$ cat src/rtl/dbg_pkg.sv
`default_nettype none
// ============================================================================
//  Module      : dbg_pkg
//  Description : Shared definitions for the UART debug link. Holds the sync
//                byte, packet length, command codes, the CRC-8 polynomial,
//                the transmit byte-state type and two small CRC helpers.
//  Revision    : 1.0  initial release
// ============================================================================
package dbg_pkg;

  localparam logic [7:0] DBG_SYNC       = 8'hCD;
  localparam int         DBG_PKT_BYTES  = 7;

  localparam logic [7:0] DBG_CMD_WRITE  = 8'h00;
  localparam logic [7:0] DBG_CMD_ADDR   = 8'h01;
  localparam logic [7:0] DBG_CMD_CLRERR = 8'h02;

  // x^8 + x^2 + x + 1, non-reflected
  localparam logic [7:0] DBG_CRC_POLY   = 8'h07;

  // One state per byte of the packet.
  typedef enum logic [2:0] {
    ST_IDLE = 3'd0,
    ST_SYNC = 3'd1,
    ST_CMD  = 3'd2,
    ST_DAT0 = 3'd3,
    ST_DAT1 = 3'd4,
    ST_DAT2 = 3'd5,
    ST_DAT3 = 3'd6,
    ST_CRC  = 3'd7
  } dbg_byte_state_t;

  // One serial CRC-8 step, shift-left register, MSB is the feedback tap.
  function automatic logic [7:0] crc8_next(input logic [7:0] crc, input logic din);
    logic fb;
    fb = crc[7] ^ din;
    return {crc[6:0], 1'b0} ^ (fb ? DBG_CRC_POLY : 8'h00);
  endfunction

  // Check byte goes out register-MSB first while the serialiser sends LSB
  // first, so the register is bit-reversed before loading.
  function automatic logic [7:0] bit_reverse8(input logic [7:0] v);
    logic [7:0] r;
    for (int i = 0; i < 8; i++) r[i] = v[7 - i];
    return r;
  endfunction

endpackage : dbg_pkg
`default_nettype wire

$ cat src/rtl/uart_tx_byte.sv
`default_nettype none
// ============================================================================
//  Module      : uart_tx_byte
//  Description : Serialises one byte as a 10-bit UART frame (start, 8 data
//                bits LSB first, stop). Exposes each data bit with a one-cycle
//                strobe for an external serial CRC.
//  Ports       : sys_clk, sys_rst  - clock, synchronous active-high reset
//                start, data        - load byte; first start-bit cycle follows
//                tx                 - serial output, idles high
//                crc_bit, crc_en    - current data bit and its one-cycle strobe
//                done               - high in the last cycle of the stop bit
//  Revision    : 1.0  initial release
// ============================================================================
module uart_tx_byte
  import dbg_pkg::*;
#(
  parameter int CLKS_PER_BIT = 104
) (
  input  logic       sys_clk,
  input  logic       sys_rst,
  input  logic       start,
  input  logic [7:0] data,
  output logic       tx,
  output logic       crc_bit,
  output logic       crc_en,
  output logic       done
);

  localparam int CW = (CLKS_PER_BIT > 1) ? $clog2(CLKS_PER_BIT) : 1;
  localparam logic [CW-1:0] BAUD_LAST = CW'(CLKS_PER_BIT - 1);

  logic [CW-1:0] baud_cnt;
  logic [3:0]    bit_idx;   // 0 start, 1..8 data, 9 stop
  logic [7:0]    shreg;
  logic          active;

  logic baud_end;
  assign baud_end = (baud_cnt == BAUD_LAST);

  // done is combinational so the next byte's start bit can follow the stop
  // bit with no idle cycle.
  assign done    = active && baud_end && (bit_idx == 4'd9);
  assign crc_en  = active && (baud_cnt == '0) && (bit_idx >= 4'd1) && (bit_idx <= 4'd8);
  assign crc_bit = tx;

  always_ff @(posedge sys_clk) begin
    if (sys_rst) begin
      tx       <= 1'b1;
      active   <= 1'b0;
      baud_cnt <= '0;
      bit_idx  <= 4'd0;
      shreg    <= 8'h00;
    end else if (start) begin
      tx       <= 1'b0;
      active   <= 1'b1;
      baud_cnt <= '0;
      bit_idx  <= 4'd0;
      shreg    <= data;
    end else if (active) begin
      if (baud_end) begin
        baud_cnt <= '0;
        if (bit_idx == 4'd9) begin
          active  <= 1'b0;
          tx      <= 1'b1;
          bit_idx <= 4'd0;
        end else begin
          bit_idx <= bit_idx + 4'd1;
          if (bit_idx == 4'd8) begin
            tx <= 1'b1;
          end else begin
            tx    <= shreg[0];
            shreg <= {1'b0, shreg[7:1]};
          end
        end
      end else begin
        baud_cnt <= baud_cnt + CW'(1);
      end
    end
  end

endmodule : uart_tx_byte
`default_nettype wire

$ cat src/rtl/uart_debug_tx.sv
`default_nettype none
// ============================================================================
//  Module      : uart_debug_tx
//  Description : Debug-link transmit framer. Sends one 7-byte packet
//                (0xCD, cmd, data LSB..MSB, CRC-8) per accepted request.
//  Ports       : sys_clk, sys_rst   - clock, synchronous active-high reset
//                tx_valid, tx_ready - request handshake
//                tx_cmd, tx_data    - command byte and payload word
//                uart_tx            - serial line, idles high
//                busy               - packet in flight (~tx_ready)
//  Revision    : 1.0  initial release
// ============================================================================
module uart_debug_tx
  import dbg_pkg::*;
#(
  parameter int CLKS_PER_BIT = 104
) (
  input  logic        sys_clk,
  input  logic        sys_rst,
  input  logic        tx_valid,
  output logic        tx_ready,
  input  logic [7:0]  tx_cmd,
  input  logic [31:0] tx_data,
  output logic        uart_tx,
  output logic        busy
);

  dbg_byte_state_t state;
  logic [7:0]      cmd_q;
  logic [31:0]     data_q;
  logic [7:0]      crc;

  logic       accept;
  logic       byte_start;
  logic [7:0] byte_data;
  logic       byte_done;
  logic       crc_bit;
  logic       crc_en;

  assign accept = tx_valid && tx_ready;
  assign busy   = ~tx_ready;

  // Next byte is loaded on the same edge the previous stop bit ends.
  always_comb begin
    byte_start = 1'b0;
    byte_data  = DBG_SYNC;
    case (state)
      ST_IDLE: begin byte_start = accept;    byte_data = DBG_SYNC;            end
      ST_SYNC: begin byte_start = byte_done; byte_data = cmd_q;               end
      ST_CMD:  begin byte_start = byte_done; byte_data = data_q[7:0];         end
      ST_DAT0: begin byte_start = byte_done; byte_data = data_q[15:8];        end
      ST_DAT1: begin byte_start = byte_done; byte_data = data_q[23:16];       end
      ST_DAT2: begin byte_start = byte_done; byte_data = data_q[31:24];       end
      ST_DAT3: begin byte_start = byte_done; byte_data = bit_reverse8(crc);   end
      default: begin byte_start = 1'b0;      byte_data = DBG_SYNC;            end
    endcase
  end

  always_ff @(posedge sys_clk) begin
    if (sys_rst) begin
      state    <= ST_IDLE;
      tx_ready <= 1'b1;
      crc      <= 8'h00;
      cmd_q    <= 8'h00;
      data_q   <= 32'h0;
    end else begin
      // Check-byte bits are not folded back into the register.
      if (crc_en && (state != ST_CRC)) crc <= crc8_next(crc, crc_bit);
      case (state)
        ST_IDLE: if (accept) begin
          cmd_q    <= tx_cmd;
          data_q   <= tx_data;
          crc      <= 8'h00;
          tx_ready <= 1'b0;
          state    <= ST_SYNC;
        end
        ST_SYNC: if (byte_done) state <= ST_CMD;
        ST_CMD:  if (byte_done) state <= ST_DAT0;
        ST_DAT0: if (byte_done) state <= ST_DAT1;
        ST_DAT1: if (byte_done) state <= ST_DAT2;
        ST_DAT2: if (byte_done) state <= ST_DAT3;
        ST_DAT3: if (byte_done) state <= ST_CRC;
        ST_CRC:  if (byte_done) begin
          state    <= ST_IDLE;
          tx_ready <= 1'b1;
        end
        default: begin
          state    <= ST_IDLE;
          tx_ready <= 1'b1;
        end
      endcase
    end
  end

  uart_tx_byte #(
    .CLKS_PER_BIT(CLKS_PER_BIT)
  ) u_byte (
    .sys_clk (sys_clk),
    .sys_rst (sys_rst),
    .start   (byte_start),
    .data    (byte_data),
    .tx      (uart_tx),
    .crc_bit (crc_bit),
    .crc_en  (crc_en),
    .done    (byte_done)
  );

endmodule : uart_debug_tx
`default_nettype wire
$ cat config.mk
export PLATFORM = sky130hd
export DESIGN_NAME = uart_debug_tx
export DESIGN_NICKNAME = d
export VERILOG_FILES = /design/src/rtl/dbg_pkg.sv /design/src/rtl/uart_tx_byte.sv /design/src/rtl/uart_debug_tx.sv
export SDC_FILE = /design/constraint.sdc
export NUM_CORES = 1
export LEC_CHECK = 0
export BUFFER_PORTS_ARGS = -buffer_cell sky130_fd_sc_hd__buf_2
export CORE_UTILIZATION = 40
export CTS_CLUSTER_SIZE = 24
export DETAILED_ROUTE_END_ITERATION = 8
export PLACE_DENSITY = 0.57
export SYNTH_ARGS = -nofsm -noshare
export SYNTH_HDL_FRONTEND = slang
export SYNTH_SLANG_ARGS = --single-unit
$ cat constraint.sdc
create_clock -name sys_clk -period 2.45 [get_ports sys_clk]
set_input_delay 0.1225 -clock sys_clk [delete_from_list [all_inputs] [get_ports sys_clk]]
set_output_delay 0.1225 -clock sys_clk [all_outputs]
set_load 0.1 [all_outputs]
==> flow_summary_export.csv, run 1 <==
group,metric,value,unit
worst_setup_path,slowest_delay,0.42,ns
route,finalWirelength,8291,µm
worst_setup_path,path_cells,"ha_1 > nand3_2 > nor3_2 > mux2_2 > a32oi_1 > nor2_1",
timing,min_period,1.933,ns
timing,slew_headroom,61.13,%
layout,final_util,49.37,%
global_routing,grt_pass1_vias,2863,
synth,yosysUniqueCellTypes,54,
global_routing,grt_first_pass_wirelength,13540,µm
route,viasPerCell,5.155,
clock_tree,cts_max_path_buffers,2,
layout,seq_area,0.001461,mm²
layout,drive_above_1_share,17.22,%
worst_setup_path,cp.arrival,2.16,ns
clock_tree,htree_levels,3,
route,drc,0,
worst_setup_path,worst_path_max_delay_cell,"nor3_2",
job,cap_violations,0,
synth,netlist_area,0.003393,mm²
pwr,vdd_drop_max,0.3261,mV
global_routing,antenna_found_initial,0,
timing,final-max-slew-violation-count,0,
placed_design,hpwl,5717,µm
timing,final.setup.tns,0,ns
worst_setup_path,crit_family,"simple AND/OR/NAND/NOR gates",
synth,syn-num-nets,467,
clock_tree,ctsRootBufferMaster,"clkbuf_8",
worst_setup_path,cp.depth,6,
synth,synthArstFlopShare,0,%
floorplan,die_area,0.008856,mm²
synth,synthFlopType,"dfxtp_1",
synth,synthTopCellsByArea,"dfxtp_1, nand2_1, a21oi_1",
synth,synth_edf_count,0,
route,num_vias,3026,
worst_setup_path,reg2regPathDepth,6,
route,drt-initial-drc-count,119,
synth,synthCells,422,
placed_design,io_buffer_count,45,
timing,tightest_slew,0.5824,ns
worst_setup_path,reg2reg_slack,0.52,ns
clock_tree,cts_setup_buffers,0,
synth,ys_warn_count,0,
route,route.detailed.wl_per_inst,14.12,µm
floorplan,start_util,41.30,%
global_routing,grt.total_usage,20.07,%
min_path,whs_path_depth,3,
worst_setup_path,reg2reg_to,"u_byte.shreg[5]$_SDFFE_PP0P_",
timing,final_hold_viol_count,0,
floorplan,rows,33,
layout,fill_cells,830,
clock_tree,path_clk_slew,0.08,ns
clock_tree,clock_latency,0.36,ns
layout,nets,522,
worst_setup_path,worstSetupStartpointType,"flop",
worst_setup_path,cp.required,2.68,ns
synth,synth_top_area_share,43.07,%
clock_tree,cts_made_buffers,9,
synth,seq_area_frac_synth,43.07,%
clock_tree,cts_tree,"yes",
global_routing,grt_max_degree,47,
pwr,p_leak,1.471,nW
worst_setup_path,end_kind,"flop",
clock_tree,ctsResizeCount,0,
layout,multi_input_area,0.001762,mm²
placed_design,pre_cts_slack,0.5334,ns
global_routing,gr-total-overflow,0,
pwr,power.density_cell_area,614.6,mW/mm²
layout,area_growth,19.54,%
timing,fmax,0.5173,GHz
worst_setup_path,critPathBufInv,0,
placed_design,place_area,0.003674,mm²
floorplan,boundaryPins,46,
timing,rsz0062_at_grt,"no",
synth,synth-seq-cells,73,
layout,finalInstanceArea,0.004056,mm²
status,status,"completed",
worst_setup_path,rr_startpoint,"u_byte.baud_cnt[0]$_SDFFE_PP0P_",
layout,n_antenna_cell,0,
min_path,hp-start,"tx_data[1]",
pwr,power,2.493,mW
route,drtPass1Iterations,5,
floorplan,die_w,94.11,µm
min_path,hold_end,"data_q[1]$_SDFFE_PP0P_",
synth,syn_area_per_cell,8.041,µm²
synth,yosysTopAreaCell,"dfxtp_1",
clock_tree,numClockSinks,73,
floorplan,die_h,94.11,µm
worst_setup_path,cp_max_fo,7,
timing,setup_viol,0,
min_path,hold_class,"input port to flop",
timing,layout_setup_ws,0.5168,ns
route,ant_nets,0,
timing,finClkSkew,0.01203,ns
placed_design,gp_congestion,0.8484,
worst_setup_path,crit_type,"flop to flop",
floorplan,design.core.area,0.008217,mm²
timing,post-route-period-util,78.91,%
## synth_stat cells, drive strengths merged (3+ instances only)
| library cell | n |
|---|---|
| a221oi | 3 |
| mux2i | 12 |
| o21ai | 9 |
| mux2 | 6 |
| a31oi | 3 |
| a211oi | 5 |
| nand2b | 6 |
| nor4 | 4 |
| o211ai | 4 |
| xnor2 | 6 |
| buf | 16 |
| and3 | 4 |
| nand2 | 104 |
| nor3 | 5 |
| nor2b | 4 |
| nand4 | 4 |
| inv | 9 |
| nand3 | 12 |
| xor2 | 6 |
| nor2 | 28 |
| dfxtp | 73 |
| a21oi | 55 |
| clkbuf | 14 |
## worst register-to-register path: cells and delay by family (launching register included)
family	cells	cell delay, ns
and+or+nand+nor	3	0.62
DFF	1	0.39
muxes	1	0.38
adders and majority gates	1	0.27
AOI/OAI and AO/OA	1	0.15
## logic make-up (layout without fill, tap and decap cells)
| logic type | count (synthesis) | after routing | share of synthesized area (%) |
|---|---|---|---|
| AO/OA/AOI/OAI | 96 | 96 | 17.00 |
| XOR/XNOR | 12 | 12 | 3.097 |
| adder cells (fa/ha/maj) | 2 | 2 | 0.7373 |
| buffers and inverters | 39 | 99 | 5.015 |
| flip-flops | 73 | 73 | 43.07 |
| multiplexers | 18 | 18 | 5.531 |
| AND/OR/NAND/NOR | 182 | 182 | 25.55 |
## routing by layer
layer	vias to the layer above	global-route usage, %	wire [µm]
li1	1557	-	-
met1	1392	26.77	4105
met2	66	31.20	3702
met3	11	3.964	326
met4	0	8.846	157
met5	-	0	0
## state kept, by name (all words and copies together) (netlist names)
| signal | flops |
|---|---|
| u_byte.active | 1 |
| data_q | 32 |
| cmd_q | 8 |
| tx_ready | 1 |
| u_byte.baud_cnt | 7 |
| state | 3 |
| u_byte.crc_bit | 1 |
| crc | 8 |
| u_byte.bit_idx | 4 |
| u_byte.shreg | 8 |
## report_power, final
| group | switching, mW | leakage [nW] | total [mW] | internal (mW) |
|---|---|---|---|---|
| logic | 0.216 | 0.797 | 0.354 | 0.138 |
| clock network | 0.472 | 0.0785 | 0.841 | 0.369 |
| registers | 0.0468 | 0.595 | 1.30 | 1.25 |
| total | 0.735 | 1.47 | 2.49 | 1.76 |
## timing repair
item | CTS | global route
endpoints found under the setup margin | 0 | 0
hold buffers | 21 | 0
hold endpoints to repair | 21 | 0
## cell type report
type	count	area share, %
multi-input combinational	310	43.43
clock buffer	10	3.146
tap	105	3.239
timing repair buffer	74	12.21
sequential	73	36.03
clock inverter	6	1.110
inverter	9	0.8328
## per-stage QoR
step	hold slack (ns)	std cells
after global routing	0.003626	587
final	0.008979	587
after floorplan	0.2585	422
after CTS	0.001818	587
after detailed placement	0.3674	550
after global placement	0.3631	550
## how the worst max path moves through the flow
stage	start	to	slack, ns
final	u_byte.baud_cnt[0]$_SDFFE_PP0P_	u_byte.shreg[5]$_SDFFE_PP0P_	0.52
after global routing	state[1]$_SDFFE_PP0P_	u_byte.baud_cnt[0]$_SDFFE_PP0P_	0.34
after CTS	u_byte.baud_cnt[0]$_SDFFE_PP0P_	u_byte.shreg[3]$_SDFFE_PP0P_	0.52
after detailed placement	u_byte.baud_cnt[0]$_SDFFE_PP0P_	u_byte.shreg[3]$_SDFFE_PP0P_	0.53
after global placement	u_byte.baud_cnt[0]$_SDFFE_PP0P_	u_byte.shreg[5]$_SDFFE_PP0P_	0.56
after floorplan	tx_ready$_SDFFE_PP1P_	u_byte.baud_cnt[5]$_SDFFE_PP0P_	0.37
## layout by cell type, fill, tap and decap left out, types with 5 or more instances in the layout
cell type,synthesis,final
nor2_1,27,27
buf_4,0,8
xnor2_1,6,6
nand3_1,11,11
nand2b_1,6,6
dlygate4sd3_1,0,21
dfxtp_1,73,73
mux2i_1,12,12
a21oi_1,54,54
clkbuf_8,0,9
mux2_2,6,6
xor2_1,6,6
inv_1,9,9
o21ai_0,9,9
a211oi_1,5,5
nand2_1,104,104
buf_2,13,45
Note: power is estimated with default switching activity, not from simulation.
==> run 2, diff against run 1 <==
--- a/config.mk
+++ b/config.mk
@@ -9,7 +9,7 @@
 export CORE_UTILIZATION = 40
 export CTS_CLUSTER_SIZE = 24
 export DETAILED_ROUTE_END_ITERATION = 8
-export PLACE_DENSITY = 0.57
+export PLACE_DENSITY = 0.59
 export SYNTH_ARGS = -nofsm -noshare
 export SYNTH_HDL_FRONTEND = slang
 export SYNTH_SLANG_ARGS = --single-unit
==> constraint.sdc (replaced) <==
create_clock -name sys_clk -period 1.58 [get_ports sys_clk]
set_input_delay 0.079 -clock sys_clk [delete_from_list [all_inputs] [get_ports sys_clk]]
set_output_delay 0.079 -clock sys_clk [all_outputs]
set_load 0.1 [all_outputs]
==> flow_summary_export.csv, run 2 (synthesized netlist as in run 1, its figures left out) <==
group,metric,value,unit
status,status,"complete, but fails checks",
status,violations,"setup timing",
timing,slew_headroom,68.04,%
layout,largest_reg_flops,32,
layout,n_antenna_cell,0,
layout,drive_above_1_share,31.18,%
min_path,hold_class,"input port to flop",
layout,final_common_cell,"nand2_1",
pwr,power.density_cell_area,814.7,mW/mm²
pwr,p_leak,1.836,nW
layout,fill_cells,744,
route,drt-initial-drc-count,147,
clock_tree,ctsRootBufferMaster,"clkbuf_8",
clock_tree,htree_levels,3,
clock_tree,cts_max_path_buffers,2,
timing,final_hold_viol_count,0,
timing,rsz0062_at_grt,"yes",
global_routing,grt.total_usage,21.31,%
worst_setup_path,cp-startpoint,"u_byte.baud_cnt[0]$_SDFFE_PP0P_",
floorplan,design.core.area,0.008217,mm²
timing,fmax,0.6206,GHz
timing,post-route-period-util,102.0,%
route,viasPerCell,5.110,
pwr,vdd_drop_max,0.5162,mV
worst_setup_path,rr_startpoint,"u_byte.baud_cnt[0]$_SDFFE_PP0P_",
timing,tightest_slew,0.4827,ns
global_routing,grt_max_degree,45,
floorplan,rows,33,
worst_setup_path,end_kind,"flop",
timing,final-max-slew-violation-count,0,
timing,layout_setup_ws,-0.03137,ns
timing,min_period,1.611,ns
floorplan,die_h,94.11,µm
worst_setup_path,cp.required,1.81,ns
route,num_vias,3306,
worst_setup_path,worstSetupStartpointType,"flop",
route,route.detailed.wl_per_inst,13.93,µm
route,ant_nets,0,
clock_tree,path_clk_slew,0.07,ns
clock_tree,numClockSinks,73,
clock_tree,clock_latency,0.35,ns
layout,final_cell_mix,"nand2_1, dfxtp_1, a21oi_1",
global_routing,grt_pass1_vias,3117,
placed_design,io_buffer_count,45,
floorplan,boundaryPins,46,
timing,whs,0.1168,ns
route,drc,0,
layout,area_growth,44.28,%
route,drtPass1Iterations,4,
floorplan,die_area,0.008856,mm²
global_routing,grt_first_pass_wirelength,14500,µm
route,finalWirelength,9013,µm
worst_setup_path,crit_type,"flop to flop",
timing,setup_viol,4,
floorplan,die_w,94.11,µm
global_routing,antenna_found_initial,0,
min_path,hp-start,"sys_rst",
layout,nets,583,
layout,final_util,59.59,%
placed_design,hpwl,6140,µm
global_routing,gr-total-overflow,0,
clock_tree,cts_tree,"yes",
job,cap_violations,0,
clock_tree,cts_made_buffers,9,
floorplan,start_util,41.30,%
worst_setup_path,cp.arrival,1.84,ns
layout,top_register,"data_q",
worst_setup_path,cp_max_fo,4,
placed_design,gp_congestion,0.8401,
timing,finClkSkew,0.004402,ns
run 2: changes by cell type in the layout (fill, tap and decap cells not counted), sizes merged:
cell / delta
clkinv: -1
buf: +41
clkbuf: +3
clkinvlp: -2
dlygate4sd3: +19
run 2: final timing paths:
kind	endpoint	slack, ns	depth (start not counted)
worst min register to register	data_q[12]$_SDFFE_PP0P_	0.45	2
worst max register to register	u_byte.shreg[1]$_SDFFE_PP0P_	-0.03	7
worst max-delay path	u_byte.shreg[1]$_SDFFE_PP0P_	-0.03	7
worst min-delay path	crc[0]$_SDFF_PP0_	0.12	3
run 2: report_power, final:
group	leakage [nW]	total, mW	switching (mW)	internal (mW)
Combinational	1.15	0.705	0.388	0.317
Clock	0.0822	1.27	0.674	0.600
Sequential	0.599	2.01	0.0664	1.94
Total	1.84	3.99	1.13	2.86
run 2: final cells by class:
| class | count | area (µm²) | share of cell area, % |
|---|---|---|---|
| inverter | 9 | 33.78 | 0.6900 |
| sequential | 73 | 1476 | 30.16 |
| tap | 105 | 131.4 | 2.683 |
| clock buffer | 12 | 145.1 | 2.964 |
| multi-input combinational | 310 | 2004 | 40.94 |
| timing repair buffer | 135 | 1087 | 22.21 |
| clock inverter | 3 | 17.52 | 0.3578 |
run 2: what timing repair did:
item | in CTS | in global routing
endpoints found under the hold margin | 40 | 0
hold buffers | 40 | 0
buffers inserted | 2 | 4
pin swaps | 6 | 19
resized for setup | 8 | 47
setup endpoints to repair | 16 | 37
gates cloned | 0 | 1
run 2: metrics by stage:
| stage | power (mW) | setup slack, ns | instances | area [µm²] | setup TNS, ns |
|---|---|---|---|---|---|
| 4_1_cts | 3.987 | -0.04593 | 642 | 4646 | -0.1931 |
| 3_5_place_dp | 2.643 | -0.08179 | 585 | 4034 | -0.2034 |
| 3_3_place_gp | 2.636 | -0.08009 | 585 | 4034 | -0.1051 |
| 5_1_grt | 4.191 | -0.1264 | 647 | 4896 | -1.476 |
| 6_report | 3.989 | -0.03137 | 647 | 4896 | -0.06590 |
| 2_1_floorplan | 2.426 | -0.1092 | 422 | 3448 | -1.601 |
run 2: layer usage:
metal	track usage, %	share of wire (%)
met5	0	0
met4	9.103	2.1
met3	3.236	2.4
met2	35.89	51
met1	26.89	45
run 2: worst max-delay path, stage by stage, from the launching register on:
cell     delay (ns)
dfxtp_2        0.36
ha_4           0.15
nand3_4        0.09
buf_6          0.14
or3_4          0.40
and3_4         0.16
o22ai_2        0.12
a21oi_1        0.08
